<file path="src/rtl/boot_loader_pkg.sv">
// Shared constants, FSM state encoding and frame-geometry helpers for the boot loader.
package boot_loader_pkg;

  localparam logic [7:0] CmdWrite = 8'h57;
  localparam logic [7:0] CmdRead  = 8'h52;
  localparam logic [7:0] CmdGo    = 8'h47;
  localparam logic [7:0] RespAck  = 8'h06;
  localparam logic [7:0] RespNak  = 8'h15;

  typedef enum logic [3:0] {
    StIdle, StAddr, StCnt, StData, StWrite, StCsum,
    StRdReq, StRdWait, StRdSend, StRdCsum, StResp
  } state_e;

  function automatic int unsigned bytes_per_word(input int unsigned data_w);
    return data_w / 8;
  endfunction

  function automatic int unsigned addr_bytes(input int unsigned addr_w);
    return (addr_w + 7) / 8;
  endfunction

endpackage

</file>
<file path="src/rtl/boot_timeout_ctr.sv">
// Loadable down-counter for the inter-byte timeout; expire flags the last enabled cycle.
module boot_timeout_ctr #(
  parameter int unsigned LOAD_VAL = 1000000
) (
  input  logic clk,
  input  logic rst_n,
  input  logic ce,
  input  logic clear,
  input  logic en,
  output logic expire
);

  localparam int unsigned W = $clog2(LOAD_VAL + 1);
  localparam logic [W-1:0] Load = W'(LOAD_VAL);
  localparam logic [W-1:0] One = W'(1);

  logic [W-1:0] cnt_q, cnt_d;

  always_comb begin
    cnt_d = cnt_q;
    if (clear) begin
      cnt_d = Load;
    end else if (en && cnt_q != '0) begin
      cnt_d = cnt_q - One;
    end
  end

  always_ff @(posedge clk or negedge rst_n) begin
    if (!rst_n) begin
      cnt_q <= Load;
    end else if (ce) begin
      cnt_q <= cnt_d;
    end
  end

  assign expire = en && !clear && (cnt_q == One);

endmodule

</file>
<file path="src/rtl/boot_loader_ctrl.sv">
// Serial command-frame memory loader (write / read-back / go) with CPU hold control.
// Optional BOOT_SCAN_EN adds scan_req, which dumps the whole memory in read-frame format.
module boot_loader_ctrl
  import boot_loader_pkg::*;
#(
  parameter int unsigned DATA_W      = 8,
  parameter int unsigned ADDR_W      = 8,
  parameter int unsigned TIMEOUT_CYC = 1000000
) (
  input  logic              clk,
  input  logic              rst_n,
  input  logic              ce,
  input  logic [7:0]        rx_data,
  input  logic              rx_valid,
  output logic [7:0]        tx_data,
  output logic              tx_valid,
  input  logic              tx_ready,
  output logic              mem_we,
  output logic              mem_re,
  output logic [ADDR_W-1:0] mem_addr,
  output logic [DATA_W-1:0] mem_wdata,
  input  logic [DATA_W-1:0] mem_rdata,
`ifdef BOOT_SCAN_EN
  input  logic              scan_req,
`endif
  output logic              cpu_hold,
  output logic              busy,
  output logic              overrun
);

  localparam int unsigned Bpw  = bytes_per_word(DATA_W);
  localparam int unsigned Ab   = addr_bytes(ADDR_W);
  localparam int unsigned CntW = (ADDR_W + 1 > 9) ? ADDR_W + 1 : 9;
  localparam logic [2:0] BpwLast = 3'(Bpw - 1);
  localparam logic [2:0] AbLast  = 3'(Ab - 1);
  localparam logic [CntW-1:0] CntOne = CntW'(1);

  state_e            state_q, state_d;
  logic [ADDR_W-1:0] addr_q, addr_d;
  logic [CntW-1:0]   cnt_q, cnt_d;
  logic [2:0]        idx_q, idx_d;
  logic [DATA_W-1:0] word_q, word_d;
  logic [7:0]        sum_q, sum_d, resp_q, resp_d, sum_rx;
  logic              is_read_q, is_read_d, cpu_hold_q, cpu_hold_d, overrun_q, overrun_d;
  logic              in_rx, expire;

  assign in_rx  = state_q inside {StAddr, StCnt, StData, StCsum};
  assign sum_rx = sum_q + rx_data;

  boot_timeout_ctr #(.LOAD_VAL(TIMEOUT_CYC)) u_timeout (
    .clk    (clk),
    .rst_n  (rst_n),
    .ce     (ce),
    .clear  (rx_valid || !in_rx),
    .en     (in_rx),
    .expire (expire)
  );

  always_comb begin
    state_d    = state_q;
    addr_d     = addr_q;
    cnt_d      = cnt_q;
    idx_d      = idx_q;
    word_d     = word_q;
    sum_d      = sum_q;
    resp_d     = resp_q;
    is_read_d  = is_read_q;
    cpu_hold_d = cpu_hold_q;
    overrun_d  = overrun_q;
    unique case (state_q)
      StIdle: begin
`ifdef BOOT_SCAN_EN
        if (scan_req) begin
          addr_d         = '0;
          cnt_d          = '0;
          cnt_d[ADDR_W]  = 1'b1;
          sum_d          = '0;
          state_d        = StRdReq;
          if (rx_valid) overrun_d = 1'b1;
        end else
`endif
        if (rx_valid) begin
          sum_d = '0;
          idx_d = '0;
          if (rx_data == CmdWrite) begin
            is_read_d  = 1'b0;
            cpu_hold_d = 1'b1;
            state_d    = StAddr;
          end else if (rx_data == CmdRead) begin
            is_read_d = 1'b1;
            state_d   = StAddr;
          end else if (rx_data == CmdGo) begin
            cpu_hold_d = 1'b0;
            resp_d     = RespAck;
            state_d    = StResp;
          end else begin
            resp_d  = RespNak;
            state_d = StResp;
          end
        end
      end
      StAddr: if (rx_valid) begin
        sum_d  = sum_rx;
        addr_d = ADDR_W'({addr_q, rx_data});
        idx_d  = idx_q + 3'd1;
        if (idx_q == AbLast) begin
          idx_d   = '0;
          state_d = StCnt;
        end
      end
      StCnt: if (rx_valid) begin
        cnt_d = (rx_data == 8'h00) ? CntW'(256) : CntW'(rx_data);
        // Read trailer covers data bytes only, so restart the sum here.
        sum_d   = is_read_q ? 8'h00 : sum_rx;
        state_d = is_read_q ? StRdReq : StData;
      end
      StData: if (rx_valid) begin
        sum_d  = sum_rx;
        word_d = DATA_W'({word_q, rx_data});
        idx_d  = idx_q + 3'd1;
        if (idx_q == BpwLast) begin
          idx_d   = '0;
          state_d = StWrite;
        end
      end
      StWrite: begin
        addr_d  = addr_q + ADDR_W'(1);
        cnt_d   = cnt_q - CntOne;
        state_d = (cnt_q == CntOne) ? StCsum : StData;
      end
      StCsum: if (rx_valid) begin
        resp_d  = (sum_rx == 8'h00) ? RespAck : RespNak;
        state_d = StResp;
      end
      StRdReq:  state_d = StRdWait;
      StRdWait: begin
        word_d  = mem_rdata;
        idx_d   = '0;
        state_d = StRdSend;
      end
      StRdSend: if (tx_ready) begin
        sum_d  = sum_q + word_q[DATA_W-1 -: 8];
        word_d = DATA_W'({word_q, 8'h00});
        idx_d  = idx_q + 3'd1;
        if (idx_q == BpwLast) begin
          idx_d   = '0;
          addr_d  = addr_q + ADDR_W'(1);
          cnt_d   = cnt_q - CntOne;
          state_d = (cnt_q == CntOne) ? StRdCsum : StRdReq;
        end
      end
      StRdCsum: if (tx_ready) state_d = StIdle;
      StResp:   if (tx_ready) state_d = StIdle;
      default:  state_d = StIdle;
    endcase
    if (in_rx && expire) begin
      resp_d  = RespNak;
      state_d = StResp;
    end
    if (rx_valid && !in_rx && state_q != StIdle) overrun_d = 1'b1;
  end

  always_ff @(posedge clk or negedge rst_n) begin
    if (!rst_n) begin
      state_q    <= StIdle;
      addr_q     <= '0;
      cnt_q      <= '0;
      idx_q      <= '0;
      word_q     <= '0;
      sum_q      <= '0;
      resp_q     <= '0;
      is_read_q  <= 1'b0;
      cpu_hold_q <= 1'b1;
      overrun_q  <= 1'b0;
    end else if (ce) begin
      state_q    <= state_d;
      addr_q     <= addr_d;
      cnt_q      <= cnt_d;
      idx_q      <= idx_d;
      word_q     <= word_d;
      sum_q      <= sum_d;
      resp_q     <= resp_d;
      is_read_q  <= is_read_d;
      cpu_hold_q <= cpu_hold_d;
      overrun_q  <= overrun_d;
    end
  end

  always_comb begin
    tx_valid = 1'b0;
    tx_data  = 8'h00;
    unique case (state_q)
      StRdSend: begin
        tx_valid = 1'b1;
        tx_data  = word_q[DATA_W-1 -: 8];
      end
      StRdCsum: begin
        tx_valid = 1'b1;
        tx_data  = 8'h00 - sum_q;
      end
      StResp: begin
        tx_valid = 1'b1;
        tx_data  = resp_q;
      end
      default: ;
    endcase
  end

  assign mem_we    = (state_q == StWrite);
  assign mem_re    = (state_q == StRdReq);
  assign mem_addr  = addr_q;
  assign mem_wdata = word_q;
  assign cpu_hold  = cpu_hold_q;
  assign busy      = (state_q != StIdle);
  assign overrun   = overrun_q;

endmodule
</file>
<file path="config.mk">
export PLATFORM = sky130hd
export DESIGN_NAME = boot_loader_ctrl
export DESIGN_NICKNAME = d
export VERILOG_FILES = /design/src/rtl/boot_loader_pkg.sv /design/src/rtl/boot_timeout_ctr.sv /design/src/rtl/boot_loader_ctrl.sv
export SDC_FILE = /design/constraint.sdc
export NUM_CORES = 1
export LEC_CHECK = 0
export BUFFER_PORTS_ARGS = -buffer_cell sky130_fd_sc_hd__buf_2
export CAP_MARGIN = 20
export CORE_MARGIN = 2
export CORE_UTILIZATION = 60
export DETAILED_ROUTE_END_ITERATION = 10
export GPL_ROUTABILITY_DRIVEN = 1
export PLACE_DENSITY = 0.81
export SYNTH_ARGS = -nofsm -noshare
export SYNTH_HDL_FRONTEND = slang
export SYNTH_HIERARCHICAL = 1
export SYNTH_SLANG_ARGS = --single-unit
</file>
<file path="constraint.sdc">
create_clock -name clk -period 4.4 [get_ports clk]
set_clock_uncertainty 0.1 [all_clocks]
set_input_delay 0.22 -clock clk [delete_from_list [all_inputs] [get_ports clk]]
set_output_delay 0.22 -clock clk [all_outputs]
set_load 0.005 [all_outputs]
</file>
After elaboration in Yosys (flattened, before gate mapping)
Index checks and enable logic that the tools add are counted.
W data, S select, Z words.
{"block": "totals", "reg_bits": 71, "latchBits": 0, "ramBits": 0, "rom_bits": 0, "input_bits": 21, "elab_cells": 148, "memories": 0}
{"block": "classes", "add_sub_neg": 7, "multipliers": 0, "div_mod_pow": 0, "n_lt_le_gt_ge": 0, "eq_ne": 35, "shift": 0, "mux": 56, "bitwise": 0, "reduce_logical": 39}
{"operator": "$mux W8", "n": 14}
{"operator": "$pmux W8 S3", "n": 3}
{"operator": "$mux W4", "n": 14}
{"operator": "$mux W20", "n": 2}
{"operator": "$pmux W4 S10", "n": 1}
{"operator": "$mux W9", "n": 4}
{"operator": "$pmux W8 S4", "n": 1}
{"operator": "$pmux W9 S3", "n": 1}
{"operator": "$eq A8 B7 Y1 const B", "n": 3}
{"operator": "$eq A20 B1 Y1 const B", "n": 1}
{"operator": "$reduce_and A5 Y1", "n": 4}
{"operator": "$reduce_bool A20 Y1", "n": 1}
{"operator": "$sub A20 B1 Y20 const B", "n": 1}
{"operator": "$mux W3", "n": 6}
{"operator": "$add A8 B8 Y8", "n": 2}
{"operator": "$eq A4 B3 Y1 const B", "n": 4}
{"operator": "$logic_not A8 Y1", "n": 2}
{"operator": "$pmux W8 S2", "n": 1}
{"operator": "$reduce_bool A4 Y1", "n": 4}
{"operator": "$ne A3 B3 Y1 const B", "n": 5}
{"operator": "$ne A2 B2 Y1 const B", "n": 7}
{"operator": "$eq A4 B4 Y1 const B", "n": 3}
{"operator": "$ne A3 B2 Y1 const B", "n": 4}
{"operator": "$pmux W3 S4", "n": 1}
{"operator": "other kinds (24)", "n": 48}

Depth between registers and ports, before layout
{"block": "depth", "ltp_word": 10, "ltp_mapped": 13, "depth_no_buf": 12}

Cells and area by module
The synthesis kept the hierarchy.
{"module": "boot_loader_ctrl", "n_inst": 1, "cells_per_inst": 477, "area_per_inst_um2": 3788.6}
{"module": "boot_timeout_ctr", "n_inst": 1, "cells_per_inst": 128, "area_per_inst_um2": 1182.4}

Worst setup path after synthesis
Ideal clock, no wire load.
{"block": "synth_timing", "kind": "register to register", "start": "register state_q[3]", "end": "register state_q[0]", "arrival_time_ns": 3.066, "required_ns": 4.175, "setup_slack_ns": 1.109, "stages_incl_launch_ff": 13, "path_buffers": 2, "synth_period_minus_slack_ns": 3.291, "cell_sequence": "dfrtp_1 buf_2 buf_2 nor3b_1 nand2b_1 nor4_1 nand3_1 nor2_1 nand3b_1 o21ai_0 a21boi_0 a21boi_1 mux2_2"}
{"block": "synth_between", "elab_chain_len": 10, "word_cells_on_any_way": 32, "classes_between": "eq/ne: 20; mux: 2; reduce/logical: 10"}
{"item": "start: declaration", "line": "boot_loader_ctrl.sv:38", "source": "state_e state_q, state_d;"}
{"item": "start signal: assignment", "line": "boot_loader_ctrl.sv:165", "source": "state_q <= StIdle;"}
{"item": "start signal: assignment", "line": "boot_loader_ctrl.sv:176", "source": "state_q <= state_d;"}
{"item": "$eq A4 B1 Y1, or another cell as far along", "line": "boot_loader_ctrl.sv:47", "source": "assign in_rx = state_q inside {StAddr, StCnt, StData, StCsum};"}
{"item": "$reduce_bool A4 Y1 (*)", "line": "boot_loader_ctrl.sv:47"}
{"item": "net in_rx", "line": "boot_loader_ctrl.sv:45", "source": "logic in_rx, expire;"}
{"item": "$logic_not A1 Y1", "line": "boot_loader_ctrl.sv:54", "source": ".clear (rx_valid || !in_rx),"}
{"item": "$logic_or A1 B1 Y1", "line": "boot_loader_ctrl.sv:54"}
{"item": "$logic_not A1 Y1", "line": "boot_timeout_ctr.sv:36", "source": "assign expire = en && !clear && (cnt_q == One);"}
{"item": "$logic_and A1 B1 Y1 (*) (2 in series)", "line": "boot_timeout_ctr.sv:36"}
{"item": "net expire", "line": "boot_loader_ctrl.sv:45"}
{"item": "$logic_and A1 B1 Y1 (*)", "line": "boot_loader_ctrl.sv:156", "source": "if (in_rx && expire) begin"}
{"item": "$ne A3 B3 Y1 (no source line), or another cell as far along"}
{"item": "$reduce_and A11 Y1 (no source line)"}
The timed path passes the listed nets; every way through them passes the cells marked *.
A chain may end at the register's enable or synchronous reset.

Worst setup path after layout
{"block": "layout_timing", "start": "register state_q[1]", "end": "register state_q[1]"}
Same word-level chain as after synthesis.

==> metrics <==
status=finished clean; number of enable flip-flop cells after synthesis=0; FF/Latch Area=approximately 1700 um^2; R2R setup slack=0.84 ns; Skew-Pair Late Insertion Delay=0.35 ns; Post-Route WL=12700 um; Critical Path Slowest Stage Cell=a21boi_1; Placer Congestion=between 0.9 and 1; setup TNS=0 ns; die height=95.0 um; grt peak-use layer=met2; Synth Register Bits=66; PortBufs=50; Core Area=8130 um^2; CP max stage delay=0.44 ns; initial DRC count=321; Slew headroom=0.479; Lkg Pwr=0.00237 uW; largest net degree at the start of global routing=35; CP Class=register to register; Final ANT Viol Nets=0; met1 GRT Util=0.402; Worst setup startpoint=state_q[1]; share of synthesized registers carrying an async set or reset=1.00; Synth top area share=0.292; drt drc=0; initial antenna violation count=0; Initial Util=0.611; FF-to-FF path depth=13; met3 usage in global routing=0.0372; area post-placement=around 5300 um^2; post-DP HPWL=9190 um; R2R Path End=state_q[1]; Fillers=642; CTS tree=yes; Most common cell on crit path=buf_4; fin. max-slew vios=0; Worst Setup EP=state_q[1]; total number of vias=4776; Power Density=between 700 and 800 nW/um^2; RSZ-0062 raised after global routing=no; Crit Path Max Fanout=26; number of hold buffers added after cts=1; Bufs and invs on worst path=2; row count=33; Worst EP arrival=3.70 ns; list of most frequent post-synthesis cells=nor2_1 (90), dfrtp_1 (58), a21oi_1 (49), o21ai_0 (38), nand2_1 (36); I/O pin cnt=just over 50; layout cells sized above 1=0.156; Netlist cell types=66; Congestion Overflow GR=0; first-pass GRT wire length=approximately 21000 um; WL per Instance=16.8 um; postcts setup bufs=0; die area=9030 um^2; worst-margin pin slew=0.782 ns; total CTS buffers=9; syn_nets=651; Reg clk slew, reported paths=~0.080 ns; top post-synthesis cells by area=dfrtp_1 (29%), nor2_1 (6.8%), ha_1 (5.8%); vias in the first global route=4320; drt pass-1 iters=7; predominant post-synthesis flop cell=dfrtp_1; yosys warns=6; peak supply drop=between 0.3 and 0.4 mV; CP delay by family, top=simple AND/OR/NAND/NOR gates; CTS sink cnt=66; WP depth=13; reg2reg start=state_q[1]; FMAX=around 0.28 GHz; Area Growth Syn to Fin=11.2%; Hold Violations, Final=0; Critical Path RT=about 4.5 ns; Synth area leader=dfrtp_1; Setup Viol. Count Final=0; # resized after CTS=0; H-Tree Depth=3; DR vias/cell=~6.3; CP Cell Sequence=buf_4 -> nand2_1 -> nor3b_1 -> nand2b_1 -> buf_4 -> nor4_1 -> nand3_1 -> nor2_1 -> nand3b_1 -> o21ai_0 -> a21boi_0 -> a21boi_1 -> mux2_2; Die Wd=95.0 um; Max Cap Viol=0; synthesized cell area=4970 um^2; post-layout minimum cycle time=3.56 ns; area of the multi-input gates=3090 um^2; fin crit share=0.809; root buffer cell=clkbuf_8; Synth Instances=605; CTS Buffer Depth=2; nets=693; most common cell in the netlist=nor2_1; sequential share of the synthesized area=0.334; CP Capture Type=register; hold crit path type=input port to register; GRT Util Overall=0.294; design area=5530 um^2; met2 Usage GRT=0.480; total inserted antenna cells=0; Avg Cell Area, Syn=8.22 um^2; Startpoint Class=register
worst reg2reg max path, cell delays in order, from the launching register on:
cell      delay [ns]
dfrtp_1         0.40
buf_4           0.22
nand2_1         0.10
nor3b_1         0.27
nand2b_1        0.11
buf_4           0.20
nor4_1          0.35
nand3_1         0.12
nor2_1          0.25
nand3b_1        0.16
o21ai_0         0.08
a21boi_0        0.27
a21boi_1        0.44
mux2_2          0.39
report_power, final:
group	total (uW)	internal [uW]	leakage (uW)	switching [uW]
clock	597	324	0.000106	273
combinational	2270	974	0.00146	1300
sequential	1080	820	0.000797	262
total	3950	2120	0.00237	1830
state kept, by name (all words and copies together) (netlist names):
signal,flops
cnt_q,9
cpu_hold,1
idx_q,3
is_read_q,1
mem_addr,8
mem_wdata,8
overrun,1
resp_q,3
state_q,4
sum_q,8
u_timeout/cnt_q,20
cells by family (layout without fill, tap and decap cells):
group | Yosys count | in the layout | synth area share
flip-flops | 66 | 66 | 0.334
multiplexers | 19 | 19 | 0.0403
AND/OR/NAND/NOR | 248 | 248 | 0.256
XOR/XNOR | 23 | 23 | 0.0405
buffers and inverters | 52 | 99 | 0.0443
AO/OA/AOI/OAI | 172 | 172 | 0.219
adder cells (fa/ha/maj) | 25 | 25 | 0.0659
worst min-delay path by stage:
stage	from	to	cells after the start
floorplan	rst_n	cnt_q[0]	0
global placement	rst_n	u_timeout/cnt_q[15]	1
detailed placement	rst_n	u_timeout/cnt_q[10]	1
CTS	rx_data[2]	is_read_q	2
global route	rx_data[2]	is_read_q	2
finish	rx_valid	overrun	3
routing by layer:
metal / up-vias / wire length [um]
li1: 2292 / -
met5: - / 0
met3: 24 / 710
met2: 175 / 6000
met1: 2285 / 5800
met4: 0 / 234
layout make-up:
cell class | count | area share
multi-input cells | 487 | 0.559
repair buffers | 61 | 0.0607
clock inverters | 7 | 0.0183
well taps | 105 | 0.0238
clock buffers | 9 | 0.0224
flip-flops and latches | 66 | 0.301
inverters | 22 | 0.0149
cell usage in the layout, fill, tap and decap left out, types with 4 or more instances in the layout:
cell type,instances
mux2_2,4
nand4_1,4
o211ai_1,7
or3_1,9
nor4_1,13
buf_2,50
nor2_1,90
a22oi_1,13
inv_1,22
nor2b_1,12
dfrtp_1,58
mux2i_1,14
dfstp_2,8
ha_1,23
nand3_1,16
a31oi_1,11
and3_1,7
clkbuf_8,9
nor3_1,16
a21oi_1,49
nor3b_1,6
o22a_1,12
nand2_1,36
xor2_1,9
o21a_1,6
or4_1,6
buf_4,10
nand2b_1,9
o21ai_0,38
xnor2_1,14
o31ai_1,7
through the flow:
step	total power, uW	cells	utilization	hold WS (ns)	worst slack (ns)
floorplan	2750	605	-	-0.176	1.11
global placement	3230	739	0.649	0.232	1.09
detailed placement	3310	739	0.649	0.248	0.938
CTS	3920	756	0.678	0.102	0.912
global route	4280	757	0.679	0.123	0.609
finish	3950	757	0.679	0.112	0.842
No activity file was read; power rests on OpenSTA's default activity.
